**config.mk**
```make
export PLATFORM = sky130hd
export DESIGN_NAME = replicate_concat_pipe
export DESIGN_NICKNAME = d
export VERILOG_FILES = /design/src/rtl/replicate_concat_pipe.sv
export SDC_FILE = /design/constraint.sdc
export NUM_CORES = 1
export LEC_CHECK = 0
export BUFFER_PORTS_ARGS = -buffer_cell sky130_fd_sc_hd__buf_2
export CAP_MARGIN = 20
export CORE_ASPECT_RATIO = 0.8
export CORE_MARGIN = 2
export CORE_UTILIZATION = 54
export CTS_CLUSTER_DIAMETER = 150
export DETAILED_ROUTE_END_ITERATION = 12
export PLACE_DENSITY = 0.83
export SETUP_SLACK_MARGIN = 0.3
export SYNTH_ARGS = -nofsm -noshare
export SYNTH_HDL_FRONTEND = slang
export SYNTH_SLANG_ARGS = --single-unit
```
**constraint.sdc**
```tcl
create_clock -name clk -period 3.7 [get_ports clk]
set_clock_uncertainty 0.2 [all_clocks]
set_input_delay 0.925 -clock clk [delete_from_list [all_inputs] [get_ports clk]]
set_output_delay 0.925 -clock clk [all_outputs]
set_load 0.05 [all_outputs]
```
**src/rtl/replicate_concat_pipe.sv**
```systemverilog
// Two-stage valid/ready packer: y = {a, fill, c[c_sel]}, where fill replicates
// the selected b bit under a runtime count/mode. Also counts output transfers.
module replicate_concat_pipe #(
    parameter int A_W     = 1,
    parameter int B_W     = 2,
    parameter int C_W     = 4,
    parameter int REP_MAX = 4,
    parameter int CNT_W   = 16,
    localparam int Y_W    = A_W + REP_MAX + 1,
    localparam int SB_W   = (B_W > 1) ? $clog2(B_W) : 1,
    localparam int SC_W   = (C_W > 1) ? $clog2(C_W) : 1,
    localparam int R_W    = $clog2(REP_MAX + 1)
) (
    input  logic             clk,
    input  logic             rst_n,
    input  logic             in_valid,
    output logic             in_ready,
    input  logic [A_W-1:0]   a,
    input  logic [B_W-1:0]   b,
    input  logic [SB_W-1:0]  b_sel,
    input  logic [C_W-1:0]   c,
    input  logic [SC_W-1:0]  c_sel,
    input  logic [R_W-1:0]   rep_cnt,
    input  logic [1:0]       mode,
    output logic             out_valid,
    input  logic             out_ready,
    output logic [Y_W-1:0]   y,
    output logic             out_err,
    output logic [CNT_W-1:0] xfer_cnt
);

    localparam logic [SB_W:0]  B_LIM = (SB_W + 1)'(B_W);
    localparam logic [SC_W:0]  C_LIM = (SC_W + 1)'(C_W);
    localparam logic [R_W-1:0] R_LIM = R_W'(REP_MAX);

    // Handshake: a stage loads when it is empty or its successor is loading,
    // so in_ready is combinational from out_ready and no bubbles are inserted.
    logic w_s2_load;
    logic w_s1_load;
    logic w_s1_accept;

    // Stage-1 input decode
    logic           w_b_ok;
    logic           w_c_ok;
    logic           w_rb;
    logic           w_cb;
    logic           w_over;
    logic [R_W-1:0] w_cnt;
    logic           w_err;

    // Stage-1 registers
    logic           r_s1_valid;
    logic [A_W-1:0] r_s1_a;
    logic           r_s1_b;
    logic           r_s1_c;
    logic [R_W-1:0] r_s1_cnt;
    logic [1:0]     r_s1_mode;
    logic           r_s1_err;

    // Stage-2 assembly and registers
    logic [REP_MAX-1:0] w_fill;
    logic [Y_W-1:0]     w_y;
    logic               r_s2_valid;
    logic [Y_W-1:0]     r_y;
    logic               r_err;
    logic [CNT_W-1:0]   r_xfer;

    assign w_s2_load   = !r_s2_valid || out_ready;
    assign w_s1_load   = !r_s1_valid || w_s2_load;
    assign w_s1_accept = in_valid && w_s1_load;

    // Out-of-range selects fall back to bit 0 and raise the error flag.
    assign w_b_ok = ({1'b0, b_sel} < B_LIM);
    assign w_c_ok = ({1'b0, c_sel} < C_LIM);
    assign w_rb   = w_b_ok ? b[b_sel] : b[0];
    assign w_cb   = w_c_ok ? c[c_sel] : c[0];
    assign w_over = (rep_cnt > R_LIM);
    assign w_cnt  = w_over ? R_LIM : rep_cnt;
    assign w_err  = ((mode == 2'd0) && w_over) || !w_b_ok || !w_c_ok || (mode == 2'd3);

    always_ff @(posedge clk or negedge rst_n) begin
        if (!rst_n) begin
            r_s1_valid <= 1'b0;
            r_s1_a     <= '0;
            r_s1_b     <= 1'b0;
            r_s1_c     <= 1'b0;
            r_s1_cnt   <= '0;
            r_s1_mode  <= 2'd0;
            r_s1_err   <= 1'b0;
        end else if (w_s1_load) begin
            r_s1_valid <= in_valid;
            if (in_valid) begin
                r_s1_a    <= a;
                r_s1_b    <= w_rb;
                r_s1_c    <= w_cb;
                r_s1_cnt  <= w_cnt;
                r_s1_mode <= mode;
                r_s1_err  <= w_err;
            end
        end
    end

    always_comb begin
        w_fill = '0;
        case (r_s1_mode)
            2'd0: begin
                for (int i = 0; i < REP_MAX; i++) begin
                    if (R_W'(i) < r_s1_cnt) w_fill[i] = r_s1_b;
                end
            end
            2'd1:    w_fill = {REP_MAX{r_s1_b}};
            default: w_fill = '0;
        endcase
        w_y = (r_s1_mode == 2'd3) ? '0 : {r_s1_a, w_fill, r_s1_c};
    end

    always_ff @(posedge clk or negedge rst_n) begin
        if (!rst_n) begin
            r_s2_valid <= 1'b0;
            r_y        <= '0;
            r_err      <= 1'b0;
        end else if (w_s2_load) begin
            r_s2_valid <= r_s1_valid;
            if (r_s1_valid) begin
                r_y   <= w_y;
                r_err <= r_s1_err;
            end
        end
    end

    always_ff @(posedge clk or negedge rst_n) begin
        if (!rst_n) begin
            r_xfer <= '0;
        end else if (r_s2_valid && out_ready) begin
            r_xfer <= r_xfer + CNT_W'(1);
        end
    end

    assign in_ready  = w_s1_load;
    assign out_valid = r_s2_valid;
    assign y         = r_y;
    assign out_err   = r_err;
    assign xfer_cnt  = r_xfer;

endmodule
```
==> impl_metrics.env <==
export IMPL_cts_buffer_depth=2
export IMPL_path_common_cell="buf_2"
export IMPL_clock_latency_ps=340
export IMPL_holdWs_ps=276
export IMPL_yosysSeqAreaShare_pct=57.8
export IMPL_cp_required_ps=2570
export IMPL_end_kind="output pin"
export IMPL_die_area_mm2=0.00316
export IMPL_report_final_slew_viol_count=0
export IMPL_cp_cell_sequence="buf_2 > nand3b_1 > buf_2"
export IMPL_synthesis_nets=146
export IMPL_wirelength_um=2820
export IMPL_yosys_warnings=0
export IMPL_pin_count=44
export IMPL_crit_type="input port to output pin"
export IMPL_clock_root_buffer="clkbuf_4"
export IMPL_cts_sinks=34
export IMPL_final_net_count=194
export IMPL_grt_remaining_overflow=0
export IMPL_grt_pass1_wl_um=4860
export IMPL_grt_pass1_vias=1127
export IMPL_firstDrtPassIters=4
export IMPL_ys_ff_latch=34
export IMPL_drc=0
export IMPL_antenna_found_initial=0
export IMPL_synth_cell_types=28
export IMPL_maxSlewHeadroom_pct=51.9
export IMPL_fmax_ghz=0.382
export IMPL_ant_nets=0
export IMPL_dpl_instance_area_mm2=0.00172
export IMPL_cts_resized=0
export IMPL_setup_slack_ps=1080
export IMPL_power_leakage_nw=0.928
export IMPL_finalNonFillerCells=211
export IMPL_hold_violations=0
export IMPL_dp_cells=203
export IMPL_final_cell_area_mm2=0.00180
export IMPL_arrival_ps=1500
export IMPL_p_total_mw=1.14
export IMPL_cp_start_kind="input port"
export IMPL_rows=16
export IMPL_rsz0062_at_grt="false"
export IMPL_period_needed_ps=2620
export IMPL_syn_area_per_cell_um2=11.7
export IMPL_synth_area_top_cells="dfrtp_1 58%, mux2_2 5.4%, nand2_1 5.1%, xnor2_1 4.8%, xor2_1 4.2%"
export IMPL_diodes=0
export IMPL_hold_path_class="register to register"
export IMPL_via_count=1083
export IMPL_wl_per_cell_um=13.4
export IMPL_synth_top_area_share_pct=57.8
export IMPL_drive_above_1_share_pct=36.0
export IMPL_cts_tree="built"
export IMPL_holdBufCountCts=0
export IMPL_core_area_mm2=0.00252
export IMPL_min_period_over_period_pct=70.8
export IMPL_slowest_delay_ps=240
export IMPL_worst_pin_slew_ps=721
export IMPL_viasPerCell=5.13
export IMPL_syn_to_final_growth_pct=22.4
export IMPL_tns_ps=0
export IMPL_crit_path_max_fanout=5
export IMPL_status="finished clean"
export IMPL_maxCapViolCount=0
export IMPL_power_density_mw_per_mm2=631
export IMPL_cts_buffers=5
export IMPL_start_util_pct=58.3
export IMPL_grt_use_total_pct=20.7
export IMPL_place_gp_congestion=0.823
export IMPL_syn_inst=126
export IMPL_detail_route_iter0_violations=50
export IMPL_post_cts_buffers=0
export IMPL_syn_cell_area_mm2=0.00147
export IMPL_htreeDepth=2
export IMPL_die_y_um=50.7
export IMPL_io_buffers=43
export IMPL_yosysTopAreaCell="dfrtp_1"
export IMPL_hpwlAfterDp_um=2200
export IMPL_dp_slack_ps=1090
export IMPL_finalSetupViolCount=0
export IMPL_ir_worst_vdd_uv=254
export IMPL_die_width_um=62.4
export IMPL_crit_slowest_cell="buf_2"
export IMPL_fin_util_pct=71.4
export IMPL_grt_max_degree=35
export IMPL_clkSlewWorstSetupHoldPaths_ps=90
==> worst max-delay path: cells and delay by family <==
family	cells	cell delay, ps
and+or+nand+nor	1	200
buffers and inverters	2	360
==> sequential cells by signal, indices dropped and copies added (netlist names) <==
signal      count
r_s1_mode       2
r_s1_c          1
r_s1_err        1
r_s1_b          1
y               6
xfer_cnt       16
out_err         1
r_s1_cnt        3
r_s1_a          1
out_valid       1
r_s1_valid      1
==> worst paths after layout <==
kind                               from      endpoint  slack, ps  cells past startpoint
setup reg to reg            xfer_cnt[0]  xfer_cnt[12]       1880                      5
hold reg to reg            xfer_cnt[15]  xfer_cnt[15]        280                      1
setup / recovery              out_ready      in_ready       1080                      3
hold / removal             xfer_cnt[15]  xfer_cnt[15]        280                      1
max in group asynchronous         rst_n   xfer_cnt[9]       2410                      1
min in group asynchronous         rst_n          y[1]        430                      1
==> cells in the mapped netlist <==
master    number
ha_1           1
nand4_1        3
nor3_1         5
nand2_1       20
and3_1         2
nand3_2        1
xnor2_1        8
nand3b_1       1
a21oi_1        1
a211oi_1       1
nand2_2        1
and2b_1        1
dfrtp_1       34
mux2i_1        1
nor4_1         1
mux4_2         1
or2b_1         1
nor4_2         1
nor4_4         1
o21ai_0        7
buf_2          2
xor2_1         7
nor2_1         4
o31ai_1        4
nand2b_1       5
mux2_2         7
nand3_1        2
inv_1          3
==> layout by cell type, fill, tap and decap left out, drive strengths merged, types with 2 or more instances in the layout <==
| master | n |
|---|---|
| nand2 | 21 |
| nand3 | 3 |
| nor4 | 3 |
| nor3 | 5 |
| buf | 43 |
| xnor2 | 8 |
| xor2 | 7 |
| o21ai | 7 |
| nor2 | 4 |
| and3 | 2 |
| nand4 | 3 |
| dfrtp | 34 |
| o31ai | 4 |
| clkbuf | 8 |
| inv | 3 |
| mux2 | 7 |
| nand2b | 5 |
==> layer usage <==
layer / track usage, % / up-vias / wire length [um]
met3: 5.83 / 8 / 146
li1: - / 527 / -
met1: 24.7 / 515 / 1220
met5: 0 / - / 0
met2: 34.4 / 33 / 1380
met4: 11.5 / 0 / 65
==> where the power goes <==
part           switching, mW  internal (mW)
combinational          0.283          0.103
sequential            0.0653          0.437
clock                  0.119          0.130
total                  0.467          0.670
==> area by class of cell <==
class / instances / area, um^2
clock buffers: 8 / 78.8
fillers: 194 / 722
inverters: 3 / 11.3
multi-input cells: 87 / 599
flip-flops and latches: 34 / 851
well taps: 36 / 45.0
repair buffers: 43 / 215
==> logic make-up (layout without fill, tap and decap cells) <==
family,count (synthesis),after routing,share of synthesized area [%]
flops,34,34,57.8
simple gates,49,49,18.1
compound gates,13,13,5.27
xor+xnor,15,15,8.93
buf+inv,5,54,1.45
mux,9,9,7.57
fa+ha+maj,1,1,0.850
Note: power is estimated with default switching activity, not from simulation.
